$ cat src/rtl/seg7_capture.sv
// ============================================================================
// Module      : seg7_capture
// Description : Seven-segment return-path monitor. Debounces the multiplexed
//               active-low segment/digit-select bus and decodes each stable
//               glyph back to a hex nibble per digit position.
//               Optional sticky error mode: define SEG7_CAP_STICKY_ERR_EN.
// Revision    : 1.0 - initial release
// ============================================================================
`default_nettype none

module seg7_capture #(
  parameter int DIGITS        = 4,
  parameter int STABLE_CYCLES = 4
) (
  input  logic                  clk,
  input  logic                  reset,
  input  logic [0:6]            seg,
  input  logic [DIGITS-1:0]     dig_sel,
  output logic [4*DIGITS-1:0]   value,
  output logic [DIGITS-1:0]     valid,
  output logic [DIGITS-1:0]     err,
  output logic                  upd,
  output logic                  frame_done
`ifdef SEG7_CAP_STICKY_ERR_EN
  ,
  input  logic                  clr_err
`endif
);

  localparam logic [7:0] C_LAST = 8'(STABLE_CYCLES - 1);

  typedef enum logic [1:0] {
    IDLE  = 2'd0,
    COUNT = 2'd1,
    HELD  = 2'd2
  } state_t;

  state_t              r_state;
  state_t              w_state_nxt;
  logic [0:6]          r_smp_seg;
  logic [DIGITS-1:0]   r_smp_sel;
  logic [7:0]          r_cnt;
  logic [7:0]          w_cnt_nxt;
  logic [DIGITS-1:0]   r_seen;
  logic [DIGITS-1:0]   w_act;
  logic [DIGITS-1:0]   w_seen_nxt;
  logic                w_match;
  logic                w_onehot;
  logic                w_capture;
  logic                w_legal;
  logic [3:0]          w_nib;

  // Active digit as a positive one-hot vector
  assign w_act      = ~dig_sel;
  assign w_onehot   = (w_act != '0) && ((w_act & (w_act - DIGITS'(1))) == '0);
  assign w_match    = (seg == r_smp_seg) && (dig_sel == r_smp_sel);
  assign w_seen_nxt = r_seen | w_act;

  always_comb begin
    w_legal = 1'b1;
    w_nib   = 4'h0;
    case (seg)
      7'b0000001: w_nib = 4'h0;
      7'b1001111: w_nib = 4'h1;
      7'b0010010: w_nib = 4'h2;
      7'b0000110: w_nib = 4'h3;
      7'b1001100: w_nib = 4'h4;
      7'b0100100: w_nib = 4'h5;
      7'b0100000: w_nib = 4'h6;
      7'b0001111: w_nib = 4'h7;
      7'b0000000: w_nib = 4'h8;
      7'b0000100: w_nib = 4'h9;
      7'b0001000: w_nib = 4'hA;
      7'b1100000: w_nib = 4'hB;
      7'b0110001: w_nib = 4'hC;
      7'b1000010: w_nib = 4'hD;
      7'b0110000: w_nib = 4'hE;
      7'b0111000: w_nib = 4'hF;
      default:    w_legal = 1'b0;
    endcase
  end

  always_ff @(posedge clk or posedge reset) begin
    if (reset) begin
      r_smp_seg <= '1;
      r_smp_sel <= '1;
      r_state   <= IDLE;
      r_cnt     <= 8'd0;
    end else begin
      r_smp_seg <= seg;
      r_smp_sel <= dig_sel;
      r_state   <= w_state_nxt;
      r_cnt     <= w_cnt_nxt;
    end
  end

  // HELD blocks re-capture, so cnt can never run past C_LAST
  always_comb begin
    w_state_nxt = r_state;
    w_cnt_nxt   = r_cnt;
    w_capture   = 1'b0;
    if (!(w_match && w_onehot)) begin
      w_state_nxt = IDLE;
      w_cnt_nxt   = 8'd0;
    end else begin
      case (r_state)
        IDLE: begin
          w_state_nxt = COUNT;
          w_cnt_nxt   = 8'd1;
        end
        COUNT: begin
          if (r_cnt == C_LAST) begin
            w_capture   = 1'b1;
            w_state_nxt = HELD;
          end else begin
            w_cnt_nxt = r_cnt + 8'd1;
          end
        end
        HELD:    w_state_nxt = HELD;
        default: w_state_nxt = IDLE;
      endcase
    end
  end

  always_ff @(posedge clk or posedge reset) begin
    if (reset) begin
      value      <= '0;
      valid      <= '0;
      err        <= '0;
      upd        <= 1'b0;
      frame_done <= 1'b0;
      r_seen     <= '0;
    end else begin
      upd        <= w_capture;
      frame_done <= 1'b0;
`ifdef SEG7_CAP_STICKY_ERR_EN
      if (clr_err) begin
        err <= '0;
      end
`endif
      // Capture updates come after the clear so a same-cycle capture wins
      if (w_capture) begin
        for (int d = 0; d < DIGITS; d++) begin
          if (w_act[d]) begin
            if (w_legal) begin
              value[4*d +: 4] <= w_nib;
              valid[d]        <= 1'b1;
`ifndef SEG7_CAP_STICKY_ERR_EN
              err[d]          <= 1'b0;
`endif
            end else begin
              valid[d] <= 1'b0;
              err[d]   <= 1'b1;
            end
          end
        end
        if (w_seen_nxt == '1) begin
          frame_done <= 1'b1;
          r_seen     <= '0;
        end else begin
          r_seen <= w_seen_nxt;
        end
      end
    end
  end

endmodule

`default_nettype wire

$ cat config.mk
export PLATFORM = sky130hd
export DESIGN_NAME = seg7_capture
export DESIGN_NICKNAME = d
export VERILOG_FILES = /design/src/rtl/seg7_capture.sv
export SDC_FILE = /design/constraint.sdc
export NUM_CORES = 1
export LEC_CHECK = 0
export BUFFER_PORTS_ARGS = -buffer_cell sky130_fd_sc_hd__buf_2
export CORE_UTILIZATION = 35
export CTS_CLUSTER_SIZE = 16
export DETAILED_ROUTE_END_ITERATION = 8
export PLACE_DENSITY = 0.5
export SLEW_MARGIN = 20
export SYNTH_ARGS = -nofsm -noshare
export SYNTH_HDL_FRONTEND = slang
export SYNTH_SLANG_ARGS = --single-unit
$ cat constraint.sdc
create_clock -name clk -period 6.8 [get_ports clk]
set_input_delay 0.34 -clock clk [delete_from_list [all_inputs] [get_ports clk]]
set_output_delay 0.34 -clock clk [all_outputs]
set_load 0.02 [all_outputs]
==> flow_summary.rst <==
.. list-table::
   :header-rows: 1

   * - Metric
     - Value
   * - Final count of pins violating max slew
     - 0
   * - Nets
     - 292
   * - Power Total
     - 532.1 uW
   * - Crit share post-route
     - 39.31%
   * - Area used by multi-input combinational logic
     - 0.001191 sq mm
   * - Peak-usage layer in the global routing report
     - met2
   * - Sort of element at the start of the critical path
     - flip-flop
   * - Time the worst path needs with I/O delays and setup
     - 2.673 ns
   * - Layout cell share with drive strength beyond 1
     - 30.32%
   * - Detailed router's first-iteration violation count
     - 62
   * - Logic pwr share
     - 7.4%
   * - Antenna violations before repair
     - 0
   * - Core area
     - 0.006944 sq mm
   * - CTS root buf
     - clkbuf_8
   * - Maximum clock rate
     - 374.1 MHz
   * - Std cell rows
     - 30
   * - Worst min-delay path class
     - in2async
   * - Synthesized flop and latch total
     - 51
   * - Crit-path max FO
     - 6
   * - Avg Cell Area, Syn
     - 10.77 sq um
   * - Vias
     - 1,908
   * - Global routing usage on met1
     - 20.77%
   * - Setup skew after layout
     - 0.006790 ns
   * - Count of final setup violators
     - 0
   * - ANT cells
     - 0
   * - Router iterations before antenna repair
     - 4
   * - CTS Buffer Depth
     - 2
   * - Clock-pin slew of the registers on the worst-case setup and hold paths
     - 0.10 ns
   * - Warnings, synthesis
     - 0
   * - Top area cells in the synthesized netlist
     - dfrtp_1 (39%), dfstp_2 (11%), nor2_1 (3.2%), mux2_2 (3.1%), a21oi_1 (2.5%)
   * - Clk pwr share
     - 34.3%
   * - Dominant synthesized flop cell
     - dfrtp_1
   * - Wire length of the first global-routing pass
     - 9273 um
   * - Sequential fraction of design power
     - 58.4%
   * - Arrival time reported for the critical path endpoint
     - 2.88 ns
   * - Total power per unit cell area
     - 180.4 mW/mm^2
   * - Die width
     - 87.92 um
   * - GR met3 Demand/Resource
     - 4.336%
   * - Post-Layout Inst Area
     - 0.002949 sq mm
   * - Share of async-settable or async-resettable flops after synthesis
     - 100.0%
   * - Maximum number of pins on one net before global-route repair
     - 52
   * - Remaining global-route overflow
     - 0
   * - Met2 Usage GRT
     - 25.65%
   * - Cell taking the most area after synthesis
     - dfrtp_1
   * - Estimated wirelength of the detail-placed design
     - 3877 um
   * - Slowest Stage Delay on Critical Path
     - 0.48 ns
   * - Final hold violations
     - 0
   * - Full die area
     - 0.007730 sq mm
   * - Resized Gates After CTS
     - 0
   * - Setup repair after global routing missed its margin
     - false
   * - Total global routing track utilization
     - 15.94%
   * - Clock tree from TritonCTS
     - done
   * - Area taken by flip-flops and latches
     - 0.001290 sq mm
   * - Data required, critical path
     - 7.01 ns
   * - Internal power
     - 394.9 uW
   * - Cts bufs inserted
     - 5
   * - # Post-CTS Setup Buffers
     - 0
   * - Net count after synthesis
     - 256
   * - Number of port buffers
     - 38
   * - Residual DRC count
     - 0
   * - Number of distinct library cells after synthesis
     - 54
   * - Netlist area before placement
     - 0.002584 sq mm
   * - Syn-to-layout area delta
     - 14.14%
   * - Post-route setup TNS
     - 0 ns
   * - Effective utilization at floorplan
     - 37.21%
   * - Slowest CP cell
     - or4b_4
   * - Number of filler cells placed in the layout
     - 687
   * - H-tree lvl count
     - 2
   * - Highest ir drop seen on vdd
     - 0.08742 mV
   * - Count of buffer and inverter cells on the critical path
     - 0
   * - Sinks on the clock net
     - 51
   * - Max-slew headroom at the worst pin
     - 41.89%
   * - Post-cts hold buffer count
     - 0
   * - Routed Antenna Nets
     - 0
   * - Die height
     - 87.92 um
   * - Share of Yosys cell area claimed by the top area cell type
     - 38.74%
   * - DP Area
     - 0.002855 sq mm
   * - Worst slew pin tran
     - 0.8716 ns
   * - Count of mapped cells out of synthesis
     - 240
   * - Clock network latency to the later pin of the worst-skew pair
     - 0.32 ns
   * - Setup CP Type
     - reg2reg
   * - Top delay family on crit path
     - simple AND/OR/NAND/NOR gates
   * - Result of the run
     - finished, final reports clean
   * - R2r setup slk
     - 4.13 ns
   * - Last weighted congestion value of the routability-driven placer
     - 0.7874
   * - I/O pin cnt
     - 39
   * - CP Cell Sequence
     - ha_1 > or4b_4 > nor4_4 > nand4_2 > nor3_2 > o21ai_2 > mux2_1
   * - Max-cap viol count
     - 0
   * - Switching Power
     - 137.2 uW
   * - Sw Ratio
     - 25.78%
   * - Critical path endpoint category
     - flip-flop
   * - Vias per inst
     - 5.115
   * - Post-detailed-routing wire length
     - 5529 um
   * - Share of synthesized area occupied by flip-flops and latches
     - 49.93%
   * - Number of enable-type register cells in the synthesized netlist
     - 0
   * - Leakage
     - 0.001402 uW
   * - Routed wirelength normalized by instance count
     - 14.82 um
   * - Vias in the first global route
     - 1,815
## final timing paths
kind                       startpoint           end  cells past startpoint
max                          r_cnt[0]     value[13]                      7
min                             reset      r_cnt[3]                      2
max reg2reg                  r_cnt[0]     value[13]                      7
min reg2reg                  valid[1]      valid[1]                      1
max in group asynchronous       reset    r_state[0]                      2
min in group clk           dig_sel[2]  r_smp_sel[2]                      1
## sequential cells by signal, summed over array words and instances, names as in the netlist
name	cells
valid	4
r_cnt	8
r_seen	4
upd	1
r_state	2
value	16
frame_done	1
r_smp_sel	4
r_smp_seg	7
err	4
## cells in the mapped netlist (2+ instances only)
cell,number
a21o_1,3
a21oi_1,13
a21oi_4,2
and3_1,8
buf_1,2
clkbuf_1,5
dfrtp_1,40
dfstp_2,11
ha_1,3
inv_1,17
mux2_1,5
mux2_2,7
mux2_4,4
nand2_1,10
nand2b_1,2
nand3_1,5
nand4_1,2
nor2_1,22
nor2b_1,3
nor3_1,6
nor3_2,2
nor3b_1,8
o211ai_1,3
o21a_1,4
o21ai_0,10
o21ai_2,2
o221ai_1,3
o22ai_1,2
or3_1,3
or3_4,2
xnor2_1,5
xor2_1,4
## cells in the final DEF, fill, tap and decap left out, types with 6 or more instances in the layout
cell     instances
dfrtp_1         40
buf_2           38
nor2_1          22
inv_1           16
a21oi_1         13
dfstp_2         11
o21ai_0         10
nand2_1         10
nor3b_1          8
and3_1           8
mux2_2           7
nor3_1           6
## through the flow
| stage | cells | hold slack, ns | setup WS (ns) | utilization, % |
|---|---|---|---|---|
| after global placement | 365 | 0.4647 | 4.158 | 41.12 |
| after global routing | 373 | 0.1781 | 3.948 | 42.47 |
| final | 373 | 0.1536 | 4.127 | 42.47 |
| after floorplan | 240 | 0.3445 | 4.379 | - |
| after CTS | 373 | 0.1792 | 4.104 | 42.45 |
| after detailed placement | 365 | 0.4644 | 4.126 | 41.12 |
## cell type report
| type | count | area share [%] |
|---|---|---|
| Multi-Input combinational cell | 163 | 40.39 |
| Sequential cell | 51 | 43.74 |
| Inverter | 17 | 2.206 |
| Clock inverter | 3 | 0.8061 |
| Clock buffer | 5 | 2.333 |
| Tap cell | 96 | 4.073 |
| Timing Repair Buffer | 38 | 6.449 |
## metal layers
layer / wire, um / vias up / share of wire [%]
met5: 0 / - / 0
met4: 79 / 0 / 1.4
met3: 197 / 7 / 3.6
met2: 2692 / 28 / 49
met1: 2560 / 948 / 46
li1: - / 925 / -
## cell families after synthesis
group	share of synthesized area, %
muxes	7.942
xor gates and xnor gates	3.051
DFF	49.93
AOI/OAI and AO/OA	13.61
buffers and inverters	3.971
adders and majority gates	1.453
and+or+nand+nor	20.05
## worst reg2reg max path, cell delays in order, from the launching register on
cell and delay [ns]:
dfrtp_1 0.39, ha_1 0.21, or4b_4 0.48, nor4_4 0.27, nand4_2 0.25, nor3_2 0.43, o21ai_2 0.19, mux2_1 0.35
## power by group through the flow
| stage | logic [uW] | clock network (uW) | registers, uW |
|---|---|---|---|
| 5_1_grt | 44.7 | 200 | 311 |
| 4_1_cts | 40.3 | 189 | 311 |
| 3_3_place_gp | 40.2 | 0 | 316 |
| 2_1_floorplan | 27.2 | 0 | 316 |
| 3_5_place_dp | 40.1 | 0 | 316 |
| 6_report | 39.3 | 182 | 311 |
Power figures use the tool's default switching activity.
